## config.mk

```make
export PLATFORM = sky130hd
export DESIGN_NAME = lsu_bus_master
export DESIGN_NICKNAME = d
export VERILOG_FILES = /design/src/rtl/lsu_bus_master.sv
export SDC_FILE = /design/constraint.sdc
export NUM_CORES = 1
export LEC_CHECK = 0
export BUFFER_PORTS_ARGS = -buffer_cell sky130_fd_sc_hd__clkbuf_2
export CORE_ASPECT_RATIO = 1.4
export CORE_UTILIZATION = 49
export CTS_BUF_LIST = sky130_fd_sc_hd__clkbuf_16
export DETAILED_ROUTE_END_ITERATION = 6
export PLACE_DENSITY = 0.84
export SLEW_MARGIN = 0
export SYNTH_ARGS = -nofsm -noshare
export SYNTH_HDL_FRONTEND = slang
export SYNTH_SLANG_ARGS = --single-unit
export TNS_END_PERCENT = 10
```

## constraint.sdc

```tcl
create_clock -name clk_i -period 2.5 [get_ports clk_i]
set_input_delay 0.25 -clock clk_i [delete_from_list [all_inputs] [get_ports clk_i]]
set_output_delay 0.25 -clock clk_i [all_outputs]
set_load 0.02 [all_outputs]
```

## src/rtl/lsu_bus_master.sv

```systemverilog
// MEM-stage load/store initiator: turns a funct3-qualified access into one word-aligned
// request/grant/response bus transaction and returns the aligned, extended load result.
module lsu_bus_master #(
    parameter int unsigned ADDR_WIDTH = 32,
    parameter int unsigned DATA_WIDTH = 32
) (
    input  logic                  clk_i,
    input  logic                  rst_ni,
    input  logic                  mem_rd_en_i,
    input  logic                  mem_wr_en_i,
    input  logic [2:0]            funct3_i,
    input  logic [ADDR_WIDTH-1:0] addr_i,
    input  logic [DATA_WIDTH-1:0] store_data_i,
    output logic                  stall_o,
    output logic [DATA_WIDTH-1:0] load_data_o,
    output logic                  load_valid_o,
    output logic                  access_err_o,
    output logic                  bus_req_o,
    output logic                  bus_we_o,
    output logic [ADDR_WIDTH-1:0] bus_addr_o,
    output logic [3:0]            bus_be_o,
    output logic [DATA_WIDTH-1:0] bus_wdata_o,
    input  logic                  bus_gnt_i,
    input  logic                  bus_rvalid_i,
    input  logic [DATA_WIDTH-1:0] bus_rdata_i
);

    typedef enum logic [1:0] {StIdle, StReq, StWait, StDone} state_e;

    state_e                  state_q;
    logic                    bus_req_q, bus_we_q;
    logic [ADDR_WIDTH-1:0]   bus_addr_q;
    logic [3:0]              bus_be_q;
    logic [DATA_WIDTH-1:0]   bus_wdata_q, load_data_q;
    logic                    load_valid_q, access_err_q;
    logic [1:0]              off_q, size_q;
    logic                    unsigned_q;

    logic                    legal_f3, misaligned;
    logic [3:0]              be_d;
    logic [DATA_WIDTH-1:0]   wdata_d, shifted, ext_data;

    always_comb begin
        legal_f3 = 1'b0;
        case (funct3_i)
            3'b000, 3'b001, 3'b010: legal_f3 = 1'b1;
            3'b100, 3'b101:         legal_f3 = mem_rd_en_i;
            default:                legal_f3 = 1'b0;
        endcase
        misaligned = ((funct3_i[1:0] == 2'b01) && addr_i[0]) ||
                     ((funct3_i[1:0] == 2'b10) && (addr_i[1:0] != 2'b00));

        case (funct3_i[1:0])
            2'b00: begin
                be_d    = 4'b0001 << addr_i[1:0];
                wdata_d = {4{store_data_i[7:0]}};
            end
            2'b01: begin
                be_d    = 4'b0011 << addr_i[1:0];
                wdata_d = {2{store_data_i[15:0]}};
            end
            default: begin
                be_d    = 4'b1111;
                wdata_d = store_data_i;
            end
        endcase
    end

    always_comb begin
        shifted = bus_rdata_i >> {off_q, 3'b000};
        case (size_q)
            2'b00:   ext_data = unsigned_q ? {24'b0, shifted[7:0]}
                                           : {{24{shifted[7]}}, shifted[7:0]};
            2'b01:   ext_data = unsigned_q ? {16'b0, shifted[15:0]}
                                           : {{16{shifted[15]}}, shifted[15:0]};
            default: ext_data = shifted;
        endcase
    end

    always_ff @(posedge clk_i or negedge rst_ni) begin
        if (!rst_ni) begin
            state_q      <= StIdle;
            bus_req_q    <= 1'b0;
            bus_we_q     <= 1'b0;
            bus_addr_q   <= '0;
            bus_be_q     <= 4'b0;
            bus_wdata_q  <= '0;
            load_data_q  <= '0;
            load_valid_q <= 1'b0;
            access_err_q <= 1'b0;
            off_q        <= 2'b0;
            size_q       <= 2'b0;
            unsigned_q   <= 1'b0;
        end else begin
            unique case (state_q)
                StIdle: begin
                    if (mem_rd_en_i || mem_wr_en_i) begin
                        if (legal_f3 && !misaligned) begin
                            // A load takes priority when both enables are set.
                            bus_req_q   <= 1'b1;
                            bus_we_q    <= ~mem_rd_en_i;
                            bus_addr_q  <= {addr_i[ADDR_WIDTH-1:2], 2'b00};
                            bus_be_q    <= be_d;
                            bus_wdata_q <= wdata_d;
                            off_q       <= addr_i[1:0];
                            size_q      <= funct3_i[1:0];
                            unsigned_q  <= funct3_i[2];
                            state_q     <= StReq;
                        end else begin
                            access_err_q <= 1'b1;
                            state_q      <= StDone;
                        end
                    end
                end
                StReq: begin
                    if (bus_gnt_i) begin
                        bus_req_q <= 1'b0;
                        state_q   <= bus_we_q ? StDone : StWait;
                    end
                end
                StWait: begin
                    if (bus_rvalid_i) begin
                        load_data_q  <= ext_data;
                        load_valid_q <= 1'b1;
                        state_q      <= StDone;
                    end
                end
                StDone: begin
                    // The pipeline advances on this edge, so the instruction is not reissued.
                    load_valid_q <= 1'b0;
                    access_err_q <= 1'b0;
                    state_q      <= StIdle;
                end
                default: state_q <= StIdle;
            endcase
        end
    end

    assign stall_o = rst_ni && (((state_q == StIdle) && (mem_rd_en_i || mem_wr_en_i)) ||
                                (state_q == StReq) || (state_q == StWait));

    assign load_data_o  = load_data_q;
    assign load_valid_o = load_valid_q;
    assign access_err_o = access_err_q;
    assign bus_req_o    = bus_req_q;
    assign bus_we_o     = bus_we_q;
    assign bus_addr_o   = bus_addr_q;
    assign bus_be_o     = bus_be_q;
    assign bus_wdata_o  = bus_wdata_q;

endmodule

```

==> impl_metrics.py, run 1 <==
metrics = {
    "outcome": {
        "status": "finished, violations left",
        "violations": "negative hold slack",
    },
    "global_routing": {
        "grt_pass1_vias": 4146,
        "grt.total_usage": 0.243,
        "grt_overflow": 0,
        "grt_pass1_wl_mm": 20.3,
        "grt_max_degree": 110,
        "antenna_found_initial": 0,
    },
    "sta": {
        "timing.slew.headroom": 0.488,
        "finalMaxSlewViolations": 0,
        "worstMarginPinSlew_ns": 0.768,
        "timing.fmax_mhz": 457,
        "setup_tns_ns": 0,
        "holdWs_ns": -0.0333,
        "finalCriticalPeriod_ns": 2.19,
        "clock_skew_ns": 0.0125,
        "finalHoldViolCount": 29,
        "rsz0062_at_grt": "false",
        "setup_ws_ns": 0.311,
        "min_period_over_period": 0.875,
        "finalSetupViolations": 0,
    },
    "logic_synthesis": {
        "synthTopCellsByArea": "dfrtp_1, mux2i_1, mux2_1",
        "synth_area_sq_um": 5220,
        "syn-instance-count": 432,
        "synth_most_common_cell": "dfrtp_1",
        "synthFlopType": "dfrtp_1",
        "synth-edff-count": 0,
        "ys_seq_area_frac": 0.522,
        "synth_top_area_share": 0.522,
        "synth_top_area_cell": "dfrtp_1",
        "synthTopCellsByCount": "dfrtp_1, o21ai_0, mux2i_1",
        "synthArstFlopShare": 1.00,
        "yosysWarningCount": 0,
        "synth_cell_type_count": 46,
        "ys_ff_latch": 109,
        "syn_avg_cell_area_sq_um": 12.1,
    },
    "routing": {
        "vias_per_cell": 5.56,
        "dr.pass1.iters": 4,
        "vias": 4290,
        "drc": 0,
        "wl_mm": 13.3,
        "drt_iter0_markers": 195,
        "antenna_left": 0,
        "wl_per_cell_microns": 17.3,
    },
    "placed_design": {
        "routabilityCongestion": 0.788,
        "place_inst": 755,
        "dp_slack_ns": 0.313,
        "port-buffer-count": 207,
        "dp_hpwl_mm": 9.82,
    },
    "floorplan": {
        "io_pins": 210,
        "rows": 44,
        "die_y_microns": 124,
        "start_util": 0.504,
        "fp.dieArea_sq_um": 11100,
        "die-width_microns": 89.2,
        "core_sq_um": 10300,
    },
    "cts": {
        "cts_resized": 0,
        "cts_setup_buffers": 0,
        "cts_hold_buf": 0,
        "clk_latency_ns": 0.34,
        "path_clk_slew_ns": 0.08,
        "cts_tree": "done",
        "root_buffer": "clkbuf_16",
        "cts_buffer_depth": 2,
        "htreeDepth": 3,
        "clock_sinks": 109,
        "cts_buffers": 9,
    },
    "finish": {
        "final_nets": 737,
        "area_growth_syn_to_layout_pct": 27.0,
        "regArea_sq_um": 2730,
        "fin_util": 0.641,
        "instances_no_fill": 771,
        "multi_input_area_sq_um": 2290,
        "fillers": 869,
        "drive_above_1_share": 0.419,
        "insertedDiodeCount": 0,
    },
    "power_and_ir_drop": {
        "p_leak_uw": 0.00322,
        "p_per_area_nw_per_um2": 1300,
        "vdd.ir_drop.worst_mv": 0.820,
    },
    "setup_path": {
        "critPathMaxFanout": 36,
        "arrival_ns": 2.41,
        "cpMaxStageDelayCell": "nor2_8",
        "cp-start-kind": "flip-flop",
        "required_ns": 2.72,
        "critPathKind": "flip-flop to flip-flop",
        "critPathCaptureType": "flip-flop",
        "cp_top_family": "simple AND/OR/NAND/NOR gates",
        "path_buf_inv": 1,
        "cp_slowest_stage_delay_ns": 0.54,
        "crit_chain": "inv_1, ha_1, o21ai_2, nor2_8, mux2_1",
        "rrSetupSlack_ns": 0.31,
    },
    "worst_hold_path": {
        "worstHoldPathType": "primary input to asynchronous set/reset pin",
    },
    "job": {
        "drv_cap": 0,
    },
}
per-layer routing:
metal | GRT usage | wire length (microns) | vias to the layer above
met5 | 0 | 0 | -
met4 | 0.0843 | 274 | 0
met3 | 0.0543 | 757 | 18
met2 | 0.435 | 7140 | 162
met1 | 0.282 | 5170 | 2117
li1 | - | - | 1993
metrics by stage:
step	area (sq um)	power, uW
2_1_floorplan	5230	5830
3_3_place_gp	6330	7090
3_5_place_dp	6330	7280
4_1_cts	6630	8720
5_1_grt	6630	9170
6_report	6630	8650
power by group:
part	internal, uW	switching, uW
clock	781	650
sequential	2630	528
combinational	1610	2450
worst reg2reg max path, cell delays in order (launching register included):
cell     delay (ns)
dfrtp_1        0.40
inv_1          0.12
ha_1           0.41
o21ai_2        0.18
nor2_8         0.54
mux2_1         0.41
area by class of cell:
| type | count | area share |
|---|---|---|
| repair buffers | 216 | 0.169 |
| multi-input cells | 287 | 0.346 |
| clock inverters | 7 | 0.0113 |
| flip-flops and latches | 109 | 0.411 |
| inverters | 5 | 0.00283 |
| well taps | 138 | 0.0260 |
| clock buffers | 9 | 0.0340 |
sequential cells by signal, indices dropped and copies added (netlist names):
name,flops
unsigned_q,1
bus_wdata_o,32
bus_be_o,4
size_q,2
access_err_o,1
bus_req_o,1
state_q,2
off_q,2
bus_addr_o,30
bus_we_o,1
load_data_o,32
load_valid_o,1
worst paths after layout:
kind	start	endpoint	cells after the start
min in group clk_i	addr_i[11]	bus_addr_o[11]$_DFFE_PN0P_	2
max in group asynchronous	rst_ni	bus_wdata_o[21]$_DFFE_PN0P_	2
worst max register to register	state_q[0]$_DFFE_PN0P_	bus_addr_o[12]$_DFFE_PN0P_	5
worst max-delay path	state_q[0]$_DFFE_PN0P_	bus_addr_o[12]$_DFFE_PN0P_	5
worst min-delay path	rst_ni	bus_wdata_o[31]$_DFFE_PN0P_	2
worst min register to register	bus_addr_o[28]$_DFFE_PN0P_	bus_addr_o[28]$_DFFE_PN0P_	1
cell usage in the layout (no fill, tap or decap), types with 2 or more instances in the layout:
| cell type | instances |
|---|---|
| clkinv_4 | 2 |
| a211oi_1 | 7 |
| o21bai_1 | 2 |
| nor2_1 | 15 |
| nor4_1 | 8 |
| dfrtp_1 | 109 |
| buf_4 | 9 |
| mux2_1 | 27 |
| a21oi_1 | 17 |
| mux2_2 | 23 |
| nor2b_1 | 11 |
| o21a_1 | 7 |
| nand2b_1 | 3 |
| nand2_1 | 3 |
| a31oi_1 | 5 |
| inv_1 | 5 |
| o22ai_1 | 2 |
| o21ai_0 | 47 |
| a21o_1 | 2 |
| clkinvlp_4 | 2 |
| a311o_1 | 2 |
| o22a_1 | 16 |
| a221o_1 | 9 |
| o21ai_1 | 2 |
| mux2i_1 | 40 |
| clkbuf_16 | 9 |
| ha_1 | 4 |
| nor3_1 | 2 |
| clkbuf_2 | 206 |
| conb_1 | 2 |
| a2bb2oi_1 | 7 |
| o21ai_2 | 2 |
| and2_1 | 9 |
logic make-up (layout without fill, tap and decap cells):
kind of cell             after synthesis  count (layout)  share of synthesized area
AND/OR/NAND/NOR                       58              58                     0.0683
flip-flops                           109             109                      0.522
AO/OA/AOI/OAI                        132             132                      0.171
buffers and inverters                 37             237                     0.0388
multiplexers                          91              91                      0.189
other                                  1               2                   0.000718
adder cells (fa/ha/maj)                4               4                    0.00959
Note: power is estimated with default switching activity, not from simulation.
==> run 2: changes to the inputs <==
- CORE_ASPECT_RATIO: 1.4 -> unset
==> impl_metrics.py, run 2 (synthesis gave the netlist of run 1 again) <==
metrics = {
    "floorplan": {
        "core_sq_um": 10300,
        "rows": 37,
        "io_pins": 210,
        "fp.dieArea_sq_um": 11100,
        "die-width_microns": 105,
        "die_y_microns": 105,
        "start_util": 0.506,
    },
    "placed_design": {
        "port-buffer-count": 207,
        "routabilityCongestion": 0.853,
        "dp_hpwl_mm": 9.44,
    },
    "global_routing": {
        "antenna_found_initial": 0,
        "grt_max_degree": 110,
        "grt.total_usage": 0.241,
        "grt_pass1_wl_mm": 21.1,
        "grt_pass1_vias": 4273,
        "grt_overflow": 0,
    },
    "sta": {
        "finalMaxSlewViolations": 0,
        "rsz0062_at_grt": "false",
        "worstMarginPinSlew_ns": 0.755,
        "finalCriticalPeriod_ns": 2.18,
        "setup_tns_ns": 0,
        "timing.slew.headroom": 0.494,
        "clock_skew_ns": 0.00523,
        "timing.fmax_mhz": 458,
        "min_period_over_period": 0.873,
        "finalHoldViolCount": 23,
        "finalSetupViolations": 0,
        "holdWs_ns": -0.0761,
    },
    "setup_path": {
        "path_buf_inv": 2,
        "r2r_cells": 5,
        "reg2reg_from": "state_q[0]$_DFFE_PN0P_",
        "timing.rr.end": "bus_addr_o[3]$_DFFE_PN0P_",
        "crit_chain": "inv_1, ha_1, and2b_2, o31a_1, clkbuf_2",
        "cp_top_family": "adder cells",
        "crit_start": "state_q[0]$_DFFE_PN0P_",
        "cp_slowest_stage_delay_ns": 0.42,
        "critPathCaptureType": "output pin",
        "cp-start-kind": "flip-flop",
        "required_ns": 2.25,
        "critPathMaxFanout": 12,
        "cpMaxStageDelayCell": "ha_1",
        "arrival_ns": 1.93,
        "critPathKind": "flip-flop to output pin",
        "rrSetupSlack_ns": 0.32,
    },
    "routing": {
        "dr.pass1.iters": 4,
        "wl_per_cell_microns": 16.8,
        "drc": 0,
        "vias": 4288,
        "vias_per_cell": 5.56,
        "drt_iter0_markers": 185,
        "antenna_left": 0,
        "wl_mm": 12.9,
    },
    "cts": {
        "root_buffer": "clkbuf_16",
        "cts_setup_buffers": 0,
        "clock_sinks": 109,
        "path_clk_slew_ns": 0.06,
        "cts_tree": "done",
        "cts_buffers": 9,
        "cts_hold_buf": 0,
        "cts_resized": 0,
        "clk_latency_ns": 0.34,
        "cts_buffer_depth": 2,
        "htreeDepth": 3,
    },
    "finish": {
        "insertedDiodeCount": 0,
        "final_common_cell": "clkbuf_2",
        "area_growth_syn_to_layout_pct": 26.9,
        "drive_above_1_share": 0.414,
        "final_nets": 739,
        "layout_common_cells": "clkbuf_2, dfrtp_1, o21ai_0",
    },
    "power_and_ir_drop": {
        "p_total_uw": 8570,
        "p_leak_uw": 0.00323,
        "vdd.ir_drop.worst_mv": 0.671,
        "p_per_area_nw_per_um2": 1290,
    },
    "outcome": {
        "violations": "negative hold slack",
        "status": "finished, violations left",
    },
    "worst_hold_path": {
        "worstHoldPathType": "primary input to asynchronous set/reset pin",
    },
    "job": {
        "drv_cap": 0,
    },
}
-- run 2: changes by cell type in the layout (fill, tap and decap cells not counted), sizes merged --
cell | previous run | this run
clkinv | 3 | 5
clkinvlp | 2 | 0
buf | 10 | 12
-- run 2: per-stage QoR --
step           cell area [sq um]  std cells  hold WS (ns)  setup WS (ns)  utilization
2_1_floorplan               5230        433       -0.0456          0.664            -
3_3_place_gp                6340        755         0.389          0.394        0.615
3_5_place_dp                6340        755         0.395          0.337        0.615
4_1_cts                     6630        771        0.0282          0.308        0.642
5_1_grt                     6630        771        0.0499          0.152        0.642
6_report                    6630        771       -0.0761          0.318        0.642
-- run 2: metal layers --
metal  GRT usage  wire (microns)  vias up
met5           0               0        -
met2       0.400            6220      182
li1            -               -     1988
met4       0.103             334        0
met1       0.311            5550     2093
met3      0.0427             809       25
-- run 2: final cells by class --
type | count | area, sq um
clock buffer | 9 | 225
clock inverter | 7 | 57.6
fill | 830 | 3700
inverter | 5 | 18.8
multi-input combinational | 287 | 2290
sequential | 109 | 2730
tap | 136 | 170
timing repair buffer | 218 | 1130
-- run 2: how the worst max path moves through the flow --
stage | end | slack, ns | cells after the start
final | stall_o | 0.32 | 5
after global routing | bus_addr_o[3]$_DFFE_PN0P_ | 0.15 | 5
after CTS | stall_o | 0.31 | 5
after detailed placement | bus_addr_o[3]$_DFFE_PN0P_ | 0.34 | 5
after global placement | bus_addr_o[3]$_DFFE_PN0P_ | 0.39 | 5
after floorplan | bus_addr_o[10]$_DFFE_PN0P_ | 0.66 | 6
-- run 2: power by group --
part	total (uW)	switching, uW	internal, uW
combinational	4050	2420	1630
sequential	3150	523	2630
clock	1370	605	762
==> run 3: changes to the inputs <==
--- a/config.mk
+++ b/config.mk
@@ -6,9 +6,11 @@
 export NUM_CORES = 1
 export LEC_CHECK = 0
+export ABC_AREA = 1
+export ABC_CLOCK_PERIOD_IN_PS = 2500
 export BUFFER_PORTS_ARGS = -buffer_cell sky130_fd_sc_hd__clkbuf_2
 export CORE_UTILIZATION = 49
 export CTS_BUF_LIST = sky130_fd_sc_hd__clkbuf_16
 export DETAILED_ROUTE_END_ITERATION = 6
-export PLACE_DENSITY = 0.84
+export PLACE_DENSITY = 0.83
 export SLEW_MARGIN = 0
 export SYNTH_ARGS = -nofsm -noshare
==> constraint.sdc (replaced) <==
create_clock -name clk_i -period 2.5 [get_ports clk_i]
set_input_delay 0.125 -clock clk_i [delete_from_list [all_inputs] [get_ports clk_i]]
set_output_delay 0.125 -clock clk_i [all_outputs]
set_load 0.02 [all_outputs]
==> impl_metrics.py, run 3 <==
metrics = {
    "outcome": {
        "status": "completed",
    },
    "logic_synthesis": {
        "synth_cell_type_count": 27,
        "syn-instance-count": 722,
        "synth_area_sq_um": 5490,
        "synthArstFlopShare": 1.00,
        "synth_top_area_cell": "dfrtp_1",
        "ys_seq_area_frac": 0.497,
        "synth_most_common_cell": "nand2_1",
        "yosysWarningCount": 0,
        "ys_ff_latch": 109,
        "synthFlopType": "dfrtp_1",
        "synth-edff-count": 0,
        "syn_avg_cell_area_sq_um": 7.60,
        "synth_top_area_share": 0.497,
        "synthTopCellsByCount": "nand2_1, dfrtp_1, nand3_1",
        "synthTopCellsByArea": "dfrtp_1, nand2_1, nand3_1",
    },
    "routing": {
        "antenna_left": 0,
        "drt_iter0_markers": 457,
        "drc": 0,
        "wl_per_cell_microns": 14.2,
        "dr.pass1.iters": 5,
        "wl_mm": 15.3,
        "vias": 5546,
        "vias_per_cell": 5.13,
    },
    "placed_design": {
        "routabilityCongestion": 0.902,
        "port-buffer-count": 207,
        "dp_hpwl_mm": 10.5,
    },
    "setup_path": {
        "reg2reg_from": "state_q[0]$_DFFE_PN0P_",
        "arrival_ns": 2.18,
        "crit_chain": "inv_1, ha_1, nand2_1, inv_2, nand2_2, nor2_4, buf_12, nand2_1, nand2_1",
        "rrSetupSlack_ns": 0.59,
        "r2r_cells": 9,
        "critPathMaxFanout": 26,
        "cp_slowest_stage_delay_ns": 0.42,
        "cpMostUsedCell": "nand2_1",
        "timing.rr.end": "bus_addr_o[30]$_DFFE_PN0P_",
        "critPathKind": "flip-flop to flip-flop",
        "path_buf_inv": 3,
        "critPathCaptureType": "flip-flop",
        "cpMaxStageDelayCell": "dfrtp_1",
        "cp_top_family": "simple AND/OR/NAND/NOR gates",
        "cp-start-kind": "flip-flop",
        "required_ns": 2.78,
    },
    "power_and_ir_drop": {
        "p_leak_uw": 0.00406,
        "p_per_area_nw_per_um2": 1240,
        "vdd.ir_drop.worst_mv": 0.631,
    },
    "sta": {
        "finalSetupViolations": 0,
        "clock_skew_ns": 0.00782,
        "finalCriticalPeriod_ns": 1.91,
        "setup_tns_ns": 0,
        "timing.slew.headroom": 0.600,
        "finalMaxSlewViolations": 0,
        "rsz0062_at_grt": "false",
        "min_period_over_period": 0.763,
        "worstMarginPinSlew_ns": 0.600,
        "timing.fmax_mhz": 525,
        "finalHoldViolCount": 0,
    },
    "finish": {
        "fin_util": 0.657,
        "final_nets": 1047,
        "area_growth_syn_to_layout_pct": 30.4,
        "final_common_cell": "nand2_1",
        "layout_common_cells": "nand2_1, clkbuf_2, dfrtp_1",
        "drive_above_1_share": 0.285,
        "insertedDiodeCount": 0,
        "regArea_sq_um": 2730,
        "fillers": 939,
        "multi_input_area_sq_um": 2350,
    },
    "cts": {
        "path_clk_slew_ns": 0.08,
        "cts_resized": 0,
        "clock_sinks": 109,
        "cts_tree": "done",
        "cts_buffer_depth": 2,
        "htreeDepth": 3,
        "clk_latency_ns": 0.34,
        "root_buffer": "clkbuf_16",
        "cts_buffers": 9,
    },
    "global_routing": {
        "grt_max_degree": 110,
        "antenna_found_initial": 0,
        "grt.total_usage": 0.274,
        "grt_pass1_vias": 5234,
        "grt_overflow": 0,
        "grt_pass1_wl_mm": 24.6,
    },
    "worst_hold_path": {
        "hold-path-cell-count": 2,
        "hold_end": "bus_we_o$_DFFE_PN0P_",
        "hp-start": "mem_rd_en_i",
        "worstHoldPathType": "primary input to flip-flop",
    },
    "floorplan": {
        "die-width_microns": 108,
        "die_y_microns": 108,
        "fp.dieArea_sq_um": 11600,
        "start_util": 0.504,
        "io_pins": 210,
        "rows": 38,
        "core_sq_um": 10900,
    },
    "job": {
        "drv_cap": 0,
    },
}
run 3: cell types whose count changed after synthesis, sizes merged, moves of 15 or more:
cell | before | now
nand3 | 0 | 71
mux2 | 50 | 0
inv | 5 | 47
nor2 | 16 | 31
buf | 16 | 32
nand2 | 4 | 307
or2 | 1 | 23
mux2i | 40 | 0
o22a | 16 | 0
run 3: how the worst max path moves through the flow:
stage               depth (start not counted)                    from                     endpoint  slack (ns)
floorplan                                   8  state_q[0]$_DFFE_PN0P_  load_data_o[29]$_DFFE_PN0P_        0.94
global placement                            9  state_q[0]$_DFFE_PN0P_   bus_wdata_o[5]$_DFFE_PN0P_        0.62
detailed placement                          9  state_q[0]$_DFFE_PN0P_    bus_addr_o[2]$_DFFE_PN0P_        0.61
CTS                                         9  state_q[0]$_DFFE_PN0P_    bus_addr_o[2]$_DFFE_PN0P_        0.59
global route                                9  state_q[0]$_DFFE_PN0P_   bus_addr_o[16]$_DFFE_PN0P_        0.43
finish                                      9  state_q[0]$_DFFE_PN0P_   bus_addr_o[30]$_DFFE_PN0P_        0.59
run 3: cell families (layout without fill, tap and decap cells):
group | after synthesis | in the layout | synth area share
and+or+nand+nor | 440 | 440 | 0.340
DFF | 109 | 109 | 0.497
buffers and inverters | 89 | 308 | 0.0766
AOI/OAI and AO/OA | 79 | 79 | 0.0764
adders and majority gates | 4 | 4 | 0.00912
other | 1 | 2 | 0.000684
run 3: metrics by stage:
stage | power (uW) | hold WS [ns] | instance area [sq um] | std cells | setup WS [ns]
after CTS | 8910 | 0.00302 | 7150 | 1082 | 0.587
after global placement | 7430 | 0.267 | 6570 | 1036 | 0.625
after floorplan | 6100 | -0.171 | 5490 | 723 | 0.937
after global routing | 9550 | 0.00846 | 7150 | 1082 | 0.425
after detailed placement | 7510 | 0.271 | 6570 | 1036 | 0.614
final | 8890 | 0.00826 | 7150 | 1082 | 0.594
run 3: report_power, final:
group / switching, uW / internal (uW) / total, uW / leakage (uW)
logic: 2880 / 1520 / 4400 / 0.00259
registers: 545 / 2600 / 3150 / 0.00134
clock network: 660 / 682 / 1340 / 0.000130
total: 4080 / 4800 / 8890 / 0.00406
run 3: worst reg2reg max path, delay by kind of cell (launching register included):
family	cells	cell delay, ns
buf+inv	3	0.44
simple gates	5	0.71
fa+ha+maj	1	0.27
flops	1	0.42
run 3: layout make-up:
class / count / share of cell area
Clock buffer: 9 / 0.0315
Tap cell: 140 / 0.0245
Sequential cell: 109 / 0.381
Multi-Input combinational cell: 525 / 0.328
Timing Repair Buffer: 246 / 0.202
Inverter: 47 / 0.0250
Clock inverter: 6 / 0.00682
run 3: metal layers:
layer  wire length [microns]  global-route usage
met5                       0                   0
met4                     344               0.101
met3                    1170              0.0545
met2                    7390               0.464
met1                    6440               0.345
run 3: what timing repair did:
item | CTS | global route
hold endpoints to repair | 139 | 0
hold buffers | 31 | 0
buffers inserted | 0 | 0
